==> config.mk <==
export PLATFORM = sky130hd
export DESIGN_NAME = bcd_display_scanner
export DESIGN_NICKNAME = d
export VERILOG_FILES = /design/src/rtl/bcd_disp_pkg.sv /design/src/rtl/bcd_seg_decoder.sv /design/src/rtl/bcd_display_scanner.sv
export SDC_FILE = /design/constraint.sdc
export NUM_CORES = 1
export LEC_CHECK = 0
export BUFFER_PORTS_ARGS = -buffer_cell sky130_fd_sc_hd__clkbuf_2
export CORE_UTILIZATION = 53
export DETAILED_ROUTE_END_ITERATION = 8
export PLACE_DENSITY = 0.78
export SYNTH_ARGS = -nofsm -noshare
export SYNTH_HDL_FRONTEND = slang
export SYNTH_SLANG_ARGS = --single-unit
==> constraint.sdc <==
create_clock -name clk -period 2.4 [get_ports clk]
set_input_delay 0.24 -clock clk [delete_from_list [all_inputs] [get_ports clk]]
set_output_delay 0.24 -clock clk [all_outputs]
set_load 0.05 [all_outputs]
==> src/rtl/bcd_disp_pkg.sv <==
// Shared types, segment constants and small helpers for the BCD display scanner.
package bcd_disp_pkg;

    typedef logic [6:0] seg_t;        // {g,f,e,d,c,b,a}, active-high
    typedef logic [3:0] bcd_digit_t;  // one packed BCD nibble
    typedef logic [1:0] digit_idx_t;  // which of the four digits is being scanned

    localparam int unsigned NUM_DIGITS = 4;

    localparam seg_t SEG_0     = 7'h3F;
    localparam seg_t SEG_1     = 7'h06;
    localparam seg_t SEG_2     = 7'h5B;
    localparam seg_t SEG_3     = 7'h4F;
    localparam seg_t SEG_4     = 7'h66;
    localparam seg_t SEG_5     = 7'h6D;
    localparam seg_t SEG_6     = 7'h7D;
    localparam seg_t SEG_7     = 7'h07;
    localparam seg_t SEG_8     = 7'h7F;
    localparam seg_t SEG_9     = 7'h6F;
    localparam seg_t SEG_DASH  = 7'h40;
    localparam seg_t SEG_BLANK = 7'h00;

    // True when the nibble is a legal decimal digit.
    function automatic logic is_bcd(input bcd_digit_t d);
        return (d <= 4'd9);
    endfunction

    // One-hot anode pattern for a digit index.
    function automatic logic [NUM_DIGITS-1:0] digit_onehot(input digit_idx_t i);
        return 4'b0001 << i;
    endfunction

endpackage

==> src/rtl/bcd_seg_decoder.sv <==
// Combinational BCD to 7-segment decoder with blanking; non-BCD nibbles show a dash.
module bcd_seg_decoder
    import bcd_disp_pkg::*;
(
    input  bcd_digit_t digit,
    input  logic       blank,
    output seg_t       seg
);

    // Blank overrides the digit; codes A-F fall through to the dash.
    always_comb begin
        seg = SEG_DASH;
        if (blank) begin
            seg = SEG_BLANK;
        end else begin
            case (digit)
                4'd0:    seg = SEG_0;
                4'd1:    seg = SEG_1;
                4'd2:    seg = SEG_2;
                4'd3:    seg = SEG_3;
                4'd4:    seg = SEG_4;
                4'd5:    seg = SEG_5;
                4'd6:    seg = SEG_6;
                4'd7:    seg = SEG_7;
                4'd8:    seg = SEG_8;
                4'd9:    seg = SEG_9;
                default: seg = SEG_DASH;
            endcase
        end
    end

endmodule

==> src/rtl/bcd_display_scanner.sv <==
// Time-multiplexed 4-digit 7-segment driver. The BCD input is latched once per
// scan frame so a frame never mixes digits from two different counts.
module bcd_display_scanner
    import bcd_disp_pkg::*;
#(
    parameter int unsigned CLK_DIV       = 4,
    parameter bit          BLANK_LEADING = 1'b1
) (
    input  logic        clk,
    input  logic        reset,
    input  logic [15:0] bcd_in,
    output logic [6:0]  seg,
    output logic [3:0]  an,
    output logic        frame_done,
    output logic        err
);

    localparam int unsigned PW_RAW = $clog2(CLK_DIV + 1);
    localparam int unsigned PW     = (PW_RAW < 1) ? 1 : PW_RAW;
    localparam logic [PW-1:0] PMAX = PW'(CLK_DIV - 1);

    logic [PW-1:0] presc;
    digit_idx_t    idx;
    logic [15:0]   snap;

    logic          tick;
    logic          frame_end;
    logic          load_bad;
    bcd_digit_t    cur_digit;
    logic [3:1]    upper_zero;
    logic          cur_blank;
    seg_t          seg_next;

    // Dwell tick and end-of-frame condition.
    always_comb begin
        tick      = (presc == PMAX);
        frame_end = tick && (idx == 2'd3);
    end

    // Any nibble of the value about to be latched that is not a decimal digit.
    always_comb begin
        load_bad = 1'b0;
        for (int unsigned i = 0; i < NUM_DIGITS; i++) begin
            if (!is_bcd(bcd_in[4*i +: 4])) begin
                load_bad = 1'b1;
            end
        end
    end

    // Select the snapshot nibble for the digit currently being scanned.
    always_comb begin
        cur_digit = snap[{idx, 2'b00} +: 4];
    end

    // upper_zero[i]: nibbles i..3 of the snapshot are all zero (A-F counts as non-zero).
    always_comb begin
        upper_zero[3] = (snap[15:12] == 4'd0);
        upper_zero[2] = upper_zero[3] && (snap[11:8] == 4'd0);
        upper_zero[1] = upper_zero[2] && (snap[7:4] == 4'd0);
    end

    // Leading-zero blanking for digits 1..3; digit 0 always shows.
    always_comb begin
        cur_blank = 1'b0;
        if (BLANK_LEADING) begin
            case (idx)
                2'd1:    cur_blank = upper_zero[1];
                2'd2:    cur_blank = upper_zero[2];
                2'd3:    cur_blank = upper_zero[3];
                default: cur_blank = 1'b0;
            endcase
        end
    end

    bcd_seg_decoder u_dec (
        .digit (cur_digit),
        .blank (cur_blank),
        .seg   (seg_next)
    );

    // Prescaler and digit index; the index advances once per dwell period.
    always_ff @(posedge clk) begin
        if (reset) begin
            presc <= '0;
            idx   <= '0;
        end else if (tick) begin
            presc <= '0;
            idx   <= idx + 2'd1;
        end else begin
            presc <= presc + 1'b1;
        end
    end

    // Frame snapshot, frame-wrap pulse and sticky non-BCD flag.
    always_ff @(posedge clk) begin
        if (reset) begin
            snap       <= '0;
            frame_done <= 1'b0;
            err        <= 1'b0;
        end else begin
            frame_done <= frame_end;
            if (frame_end) begin
                snap <= bcd_in;
                if (load_bad) begin
                    err <= 1'b1;
                end
            end
        end
    end

    // Registered display outputs, one cycle behind the index and snapshot.
    always_ff @(posedge clk) begin
        if (reset) begin
            an  <= '0;
            seg <= SEG_BLANK;
        end else begin
            an  <= digit_onehot(idx);
            seg <= seg_next;
        end
    end

endmodule

* Word level (Yosys, flattened, before mapping)
Memory sizes are Yosys's and may differ from the RTL's. A register that Yosys moved wholly into a read port is not among the register bits.
Cells that the tools add are included.
** Storage, ports and cells
- Output and inout bits :: 13
- Bits in read-only memories :: 112
- Input bits :: 18
- Logic and storage cells :: 33
- Register bits after elaboration :: 27
- Memories kept :: 1
** Memories
- (no name shown) :: depth 16, width 7, read ports 1, clocked after memory_dff 1, write ports 0, RTL line bcd_seg_decoder.sv:16 : case (digit)
** Cells by class
- $add $sub $neg :: 2
- Order comparisons :: 4
- Equality and inequality tests :: 4
- Shift-type cells :: 2
- Reductions and logical operators :: 9
- Multiplexer cells :: 5
** Operators by type and width (count)
- less-or-equal comparator 4 bit (second input constant) :: 4
- indexed part select 16 x 5 -> 4 bit :: 1
- zero test 4 bit :: 3
- equality test 2 bit (second input constant) :: 2
- 2-to-1 mux 1 bit :: 4
- OR reduction 2 bit :: 2
- << shifter 1 x 2 -> 4 bit (first input constant) :: 1
- adder 3 x 1 -> 3 bit (second input constant) :: 1
- equality test 3 x 2 -> 1 bit (second input constant) :: 1
- logical AND 1 bit :: 3
- one-hot mux 1 bit (3 select lines) :: 1
- adder 2 x 1 -> 2 bit (second input constant) :: 1
- equality test 2 x 1 -> 1 bit (second input constant) :: 1
- AND reduction 2 bit :: 1

* Logic depth before layout (Yosys ltp)
Gate-level depths: netlist (run 1).
- Word-level depth :: 6
- Gate-level depth with buffers :: 8
- Mapped depth without buffers :: 7

* Cells and area by module
From an unflattened synthesis (run 1), not the netlist that was laid out.
** Unflattened totals
- Cell total of the unflattened synthesis :: 176
- Area total of the unflattened synthesis :: 1617.8 sq um
** By module, submodules not included
- bcd_display_scanner :: sequential area each 680.7 sq um, area each 1382.6 sq um, times used 1, cells an instance 139
- bcd_seg_decoder :: sequential area each 0.0 sq um, area each 235.2 sq um, times used 1, cells an instance 37

* Worst setup path before layout (run 1)
Ideal clock, no wire load.
- Kind :: register to register
- Start point :: register idx[0]
- End point :: register seg[5]
- Stages on the path, launching flop included :: 8
- Required time :: 2.314 ns
- Clock period less this slack :: 2.001 ns
- Data arrival time :: 1.915 ns
- Path buffers :: 1
- Library setup time :: 0.086 ns
- Setup slack :: 0.399 ns
- Path through :: dfxtp_1 > buf_2 > mux4_1 > inv_1 > ha_1 > nor2_1 > a211o_1 > a221oi_2
** Between the ends
- Word-level cells in the longest chain between the ends :: 3
- Elaborated cells between the ends (all ways) :: 6
- Those cells by class :: eq/ne: 3; shift: 1; mux: 1; reduce/logical: 1
** RTL lines
- from (decl) :: RTL line bcd_display_scanner.sv:23 : digit_idx_t idx;
- from (signal assigned) :: RTL line bcd_display_scanner.sv:88 : idx <= idx + 2'd1;
- equality test 2 bit or equality test 2 x 1 -> 1 bit (tied branches) :: RTL line bcd_display_scanner.sv:66 : case (idx)
- one-hot mux 1 bit (3 select lines) :: RTL line bcd_display_scanner.sv:66
- OR reduction 2 bit (no line)
- to (decl) :: RTL line bcd_display_scanner.sv:12 : output logic [6:0] seg,
Several ways; a longest one is shown, not always the timed one.
A chain may end at the register's enable or synchronous reset.

* Worst setup path in the final report (run 1)
Same ends and word-level chain as after synthesis.

==> results of run 1 <==
[worst paths after layout]
check	slack, ps	endpoint	depth (start not counted)	from
hold / removal	110	snap[4]	3	bcd_in[4]
setup reg to reg	410	seg[5]	6	idx[0]
setup / recovery	410	seg[5]	6	idx[0]
hold reg to reg	440	presc[0]	1	presc[0]
[placed cells by master, fill, tap and decap left out]
cell type                   Yosys  layout
sky130_fd_sc_hd__a211o_1        1       1
sky130_fd_sc_hd__a211oi_1       1       1
sky130_fd_sc_hd__a21o_2         1       1
sky130_fd_sc_hd__a21oi_1       21      21
sky130_fd_sc_hd__a221oi_1       4       4
sky130_fd_sc_hd__a221oi_2       2       2
sky130_fd_sc_hd__and2_1         1       1
sky130_fd_sc_hd__buf_4          0       1
sky130_fd_sc_hd__bufinv_16      0       1
sky130_fd_sc_hd__clkbuf_1       8       2
sky130_fd_sc_hd__clkbuf_2       0      30
sky130_fd_sc_hd__clkbuf_4       0       5
sky130_fd_sc_hd__dfxtp_1       34      34
sky130_fd_sc_hd__ha_1          12      12
sky130_fd_sc_hd__inv_1          8       8
sky130_fd_sc_hd__mux2i_1        1       1
sky130_fd_sc_hd__mux4_1         1       1
sky130_fd_sc_hd__mux4_2         3       3
sky130_fd_sc_hd__nand2_1       36      36
sky130_fd_sc_hd__nand2_2        1       1
sky130_fd_sc_hd__nand4_1        1       1
sky130_fd_sc_hd__nor2_1         8       8
sky130_fd_sc_hd__nor2b_2        1       1
sky130_fd_sc_hd__nor3_1         6       6
sky130_fd_sc_hd__nor3b_1        1       1
sky130_fd_sc_hd__nor4_1         1       1
sky130_fd_sc_hd__o21ai_0        5       5
sky130_fd_sc_hd__o21ai_1        1       1
sky130_fd_sc_hd__o21ba_1        1       1
sky130_fd_sc_hd__o21bai_1       1       1
sky130_fd_sc_hd__or2b_1         1       1
sky130_fd_sc_hd__or4_1          2       2
sky130_fd_sc_hd__xnor2_1        1       1
[per-layer routing]
layer	part of all wire (%)	routed length, µm
met2	51	1580
met3	3.7	114
met1	44	1350
met4	1.7	53
met5	0	0
[state kept, by name, indices dropped and copies added (netlist names)]
name        flops
err             1
presc           3
snap           16
seg             7
an              4
frame_done      1
idx             2
[stage by stage]
step	std cells	util, %
floorplan	167	-
global placement	219	61.1
detailed placement	219	61.1
CTS	227	63.9
global route	227	63.9
finish	227	63.9
[power by group through the flow]
stage / clock network (mW) / registers, mW / logic, mW
6_report: 0.408 / 0.585 / 0.106
5_1_grt: 0.440 / 0.587 / 0.115
4_1_cts: 0.413 / 0.586 / 0.106
3_5_place_dp: 0 / 0.599 / 0.105
3_3_place_gp: 0 / 0.598 / 0.102
2_1_floorplan: 0 / 0.626 / 0.0438
[worst max-delay path, cell delays in order (launching register included)]
cell	delay, ps
sky130_fd_sc_hd__dfxtp_1	400
sky130_fd_sc_hd__mux4_1	630
sky130_fd_sc_hd__inv_1	170
sky130_fd_sc_hd__ha_1	190
sky130_fd_sc_hd__nor2_1	60
sky130_fd_sc_hd__a211o_1	240
sky130_fd_sc_hd__a221oi_2	230
[cells by family (layout without fill, tap and decap cells)]
family	after synthesis	count (layout)	synth area share [%]
multiplexers	5	5	6.83
flip-flops	34	34	44.7
adder cells (fa/ha/maj)	12	12	9.87
AND/OR/NAND/NOR	59	59	17.0
AO/OA/AOI/OAI	38	38	16.0
buffers and inverters	18	47	5.02
XOR/XNOR	1	1	0.576
[cell type report]
cell class / count / area, µm² / share of cell area (%)
repair buffers: 31 / 158 / 9.03
clock inverters: 1 / 30.0 / 1.72
well taps: 31 / 38.8 / 2.22
inverters: 8 / 30.0 / 1.72
clock buffers: 7 / 45.0 / 2.58
flip-flops and latches: 34 / 681 / 39.0
multi-input cells: 115 / 764 / 43.8
==> results.cfg, run 1 <==
[run_status]
outcome = finished clean

[global_routing]
use_met3_pct = 7.91
grt.busiest_layer = met2
global_route.usage.met1_pct = 24.4
global_route_usage_over_all_layers_pct = 21.2
number_of_antenna_violations_at_the_first_check_in_global_routing = 0
overflow = 0
grt_start_max_net_pins = 35
grt_first_pass_wirelength_mm = 5.04
grt_util_met2_pct = 34.9
first_global_vias = 1194

[route]
via_count = 1268
route.detailed.drc = 0
drt_iter0_drc = 18
routed_via_density = 5.59
drt.antenna.violating_nets = 0
detailedRoute.firstPassIterationCount = 5
wl_mm = 3.09
routedWlPerCell_um = 13.6

[timing]
number_of_setup_violations_in_the_final_report = 0
setup_slack_ps = 410
hold-worst-slack_ps = 112
fmax_mhz = 503
slew_headroom_pct = 52.5
timing.clock.skew_ps = 6.23
timing_worst_slew_pin_value_ps = 712
tns_ps = 0
rsz0062_at_grt = no
fin_crit_sh_pct = 82.9
period_needed_ps = 1990
report.final.hold_viol_count = 0
drv_slew = 0

[yosys]
yosys_reg_bits = 34
yosys.cell_count.top_type = sky130_fd_sc_hd__nand2_1
synth_top_area_share_pct = 44.7
synthFlopType = sky130_fd_sc_hd__dfxtp_1
synth.top_cells.by_area = sky130_fd_sc_hd__dfxtp_1 (45%), sky130_fd_sc_hd__ha_1 (9.9%), sky130_fd_sc_hd__nand2_1 (8.9%)
synthesis.area_um2 = 1520
share_of_flip_flops_with_an_asynchronous_set_or_reset_pct = 0
netlist_top_cells_count = sky130_fd_sc_hd__nand2_1 (36), sky130_fd_sc_hd__dfxtp_1 (34), sky130_fd_sc_hd__a21oi_1 (21)
yosysSeqAreaShare_pct = 44.7
synth_edf_count = 0
cell_type_with_the_highest_aggregate_area_in_the_netlist = sky130_fd_sc_hd__dfxtp_1
synthesis.instances = 167
synthesis.area_per_instance_um2 = 9.11
number_of_warnings_printed_during_yosys_synthesis = 0
post_synthesis_cell_type_count = 31
synthesis.nets = 197

[floorplan]
design.portCount = 31
coreArea_um2 = 2730
placement_rows = 19
die_extent_in_x_um = 55.6
die_area_um2 = 3090
initial_utilization_pct = 55.7
floorplan.die.height_um = 55.6

[power_and_ir_drop]
intPower_mw = 0.835
leakage_nw = 0.722
vdd.ir_drop.worst_v = 0.000621
p_clk_share_pct = 37.1
total_switching_power_mw = 0.264
p_per_area_nw_per_um2 = 629
share_of_power_burned_in_registers_pct = 53.3
pwr-share-comb_pct = 9.6
totalPowerFinal_mw = 1.10
power.share.switching_pct = 24.0

[clock_tree]
max-clock-path-buffers = 2
clkLatencyLatePin_ps = 340
clkTransAtPathRegs_ps = 100
cts.root.buffer_cell = sky130_fd_sc_hd__clkbuf_4
cts_inserted_buffers = 5
h-tree-depth = 2
hold_fix_buffers_at_cts = 0
cts.repair.resized = 0
tritoncts = built
cts_post_setup_buffers_inserted = 0
cts_num_sinks = 34

[cells_and_area]
final_area_um2 = 1750
layout-drive-gt1-share_pct = 23.0
diodes = 0
area_growth_pct = 14.8
nNetsFinal = 225
n_fill_cell = 228

[worst_setup_path]
cp_data_required_time_ps = 2650
crit_arrival_ps = 2240
endpoint_kind = flip-flop
crit_path_start_kind = flip-flop
path_class = reg2reg
critical_path_fanouts_max = 5

[placement]
pre_cts_slack_ps = 434
buffer_ports.inserted = 30
place_area_um2 = 1670
gp_congestion = 0.751
detailed_place_hpwl_mm = 2.23

[job]
maxCapViolations = 0

[min_path]
min_path_type = in2reg
Power figures use the tool's default switching activity.
==> run 2, diff against run 1 <==
Clock period 2.4 ns to 2 ns, I/O delays scaled along.
==> results.cfg, run 2 (synthesized netlist as in run 1, its figures left out) <==
[placement]
pre_cts_slack_ps = -20.2
detailed_place_hpwl_mm = 2.23
buffer_ports.inserted = 30
gp_congestion = 0.756
dp_cells = 221
place_area_um2 = 1690

[route]
routed_via_density = 5.48
drt.antenna.violating_nets = 0
detailedRoute.firstPassIterationCount = 4
wl_mm = 3.05
routedWlPerCell_um = 13.3
drt_iter0_drc = 30
via_count = 1254
route.detailed.drc = 0

[worst_setup_path]
critical_path_fanouts_max = 6
crit_arrival_ps = 2170
cp_data_required_time_ps = 2260
cp_top_family = multiplexers
r2r-start = idx[0]
rrSetupSlack_ps = 90
critical_path_cell_by_cell = mux4_2, inv_2, ha_1, nor2_1, a211o_1, a221oi_2
crit_path_start_kind = flip-flop
crit_path_buf_inv_count = 1
crit_path_max_incr_delay_ps = 600
worst_reg2reg_path_length_in_cells = 6
timing.rr.end = seg[5]
path_class = reg2reg
crit_path_top_delay_cell = sky130_fd_sc_hd__mux4_2
endpoint_kind = flip-flop

[timing]
drv_slew = 0
number_of_setup_violations_in_the_final_report = 0
fmax_mhz = 523
timing_worst_slew_pin_value_ps = 690
rsz0062_at_grt = no
fin_crit_sh_pct = 95.6
timing.clock.skew_ps = 11.2
period_needed_ps = 1910
slew_headroom_pct = 54.0
tns_ps = 0
setup_slack_ps = 88.6
report.final.hold_viol_count = 0
hold-worst-slack_ps = 64.7

[global_routing]
global_route.usage.met1_pct = 25.4
grt_first_pass_wirelength_mm = 5.20
global_route_usage_over_all_layers_pct = 21.9
use_met3_pct = 7.91
grt_start_max_net_pins = 35
number_of_antenna_violations_at_the_first_check_in_global_routing = 0
grt_util_met2_pct = 35.6
grt.busiest_layer = met2
overflow = 0
first_global_vias = 1233

[cells_and_area]
layout_common_cells = sky130_fd_sc_hd__nand2_1 (36), sky130_fd_sc_hd__dfxtp_1 (33), sky130_fd_sc_hd__clkbuf_2 (30)
area_growth_pct = 15.9
n_fill_cell = 228
diodes = 0
top_regs = snap x16, seg x7, an x4
largest_register_ff_count = 16
layout.cells.most_common = sky130_fd_sc_hd__nand2_1
final_area_um2 = 1760
layout-drive-gt1-share_pct = 26.8
count_of_placed_standard_cells_in_the_final_layout_fillers_left_out = 229
nNetsFinal = 227
fin_util_pct = 64.5
top_register = snap

[clock_tree]
h-tree-depth = 2
cts_post_setup_buffers_inserted = 0
hold_fix_buffers_at_cts = 0
clkTransAtPathRegs_ps = 110
clkLatencyLatePin_ps = 340
cts_inserted_buffers = 5
max-clock-path-buffers = 2
tritoncts = built
cts.repair.resized = 1
cts.root.buffer_cell = sky130_fd_sc_hd__clkbuf_4
cts_num_sinks = 34

[min_path]
holdPathEnd = snap[4]
worst_hold_launch = bcd_in[4]
min_path_type = in2reg
min_path_cells = 3

[floorplan]
die_area_um2 = 3090
design.portCount = 31
die_extent_in_x_um = 55.6
floorplan.die.height_um = 55.6
coreArea_um2 = 2730
placement_rows = 19
initial_utilization_pct = 55.7

[job]
maxCapViolations = 0

[power_and_ir_drop]
p_per_area_nw_per_um2 = 739
leakage_nw = 0.733
totalPowerFinal_mw = 1.30
vdd.ir_drop.worst_v = 0.000624

[run_status]
outcome = finished clean
==> run 2: cell count changes in the layout (fill, tap and decap cells not counted), moves of 2 or more <==
cell,change
sky130_fd_sc_hd__inv_1,-2
sky130_fd_sc_hd__clkbuf_1,-2
sky130_fd_sc_hd__clkbuf_8,+3
sky130_fd_sc_hd__buf_4,+2
sky130_fd_sc_hd__inv_2,+2
==> run 2: how the worst max path moves through the flow <==
stage             end  slack, ps   start  cells after the start
2_1_floorplan  seg[5]         40  idx[0]                      7
5_1_grt        seg[5]         10  idx[0]                      6
4_1_cts        seg[5]         30  idx[0]                      6
3_3_place_gp   seg[5]         60  idx[0]                      6
3_5_place_dp   seg[5]        -20  idx[0]                      6
6_report       seg[5]         90  idx[0]                      6
==> run 2: worst reg2reg max path: cells and delay by family (launching register included) <==
kind | cells | cell delay (ps)
multiplexers | 1 | 600
AO/OA/AOI/OAI | 2 | 480
flip-flops | 1 | 400
adder cells (fa/ha/maj) | 1 | 180
buffers and inverters | 1 | 130
AND/OR/NAND/NOR | 1 | 50
==> run 2: per-layer routing <==
metal / vias to the layer above / routed length, µm
met5: - / 0
met1: 581 / 1330
li1: 628 / -
met3: 10 / 136
met2: 35 / 1510
met4: 0 / 81
==> run 2: power by group <==
part	internal, mW	switching [mW]	leakage [nW]
Clock	0.240	0.233	0.0446
Combinational	0.0439	0.0832	0.411
Sequential	0.696	0.00776	0.278
Total	0.980	0.323	0.733
==> run 2: final cells by class <==
cell class | count | area [µm²] | share of cell area [%]
tap | 31 | 38.8 | 2.20
sequential | 34 | 682 | 38.7
timing repair buffer | 33 | 173 | 9.79
clock buffer | 8 | 78.8 | 4.47
multi-input combinational | 115 | 761 | 43.2
inverter | 8 | 30.0 | 1.70
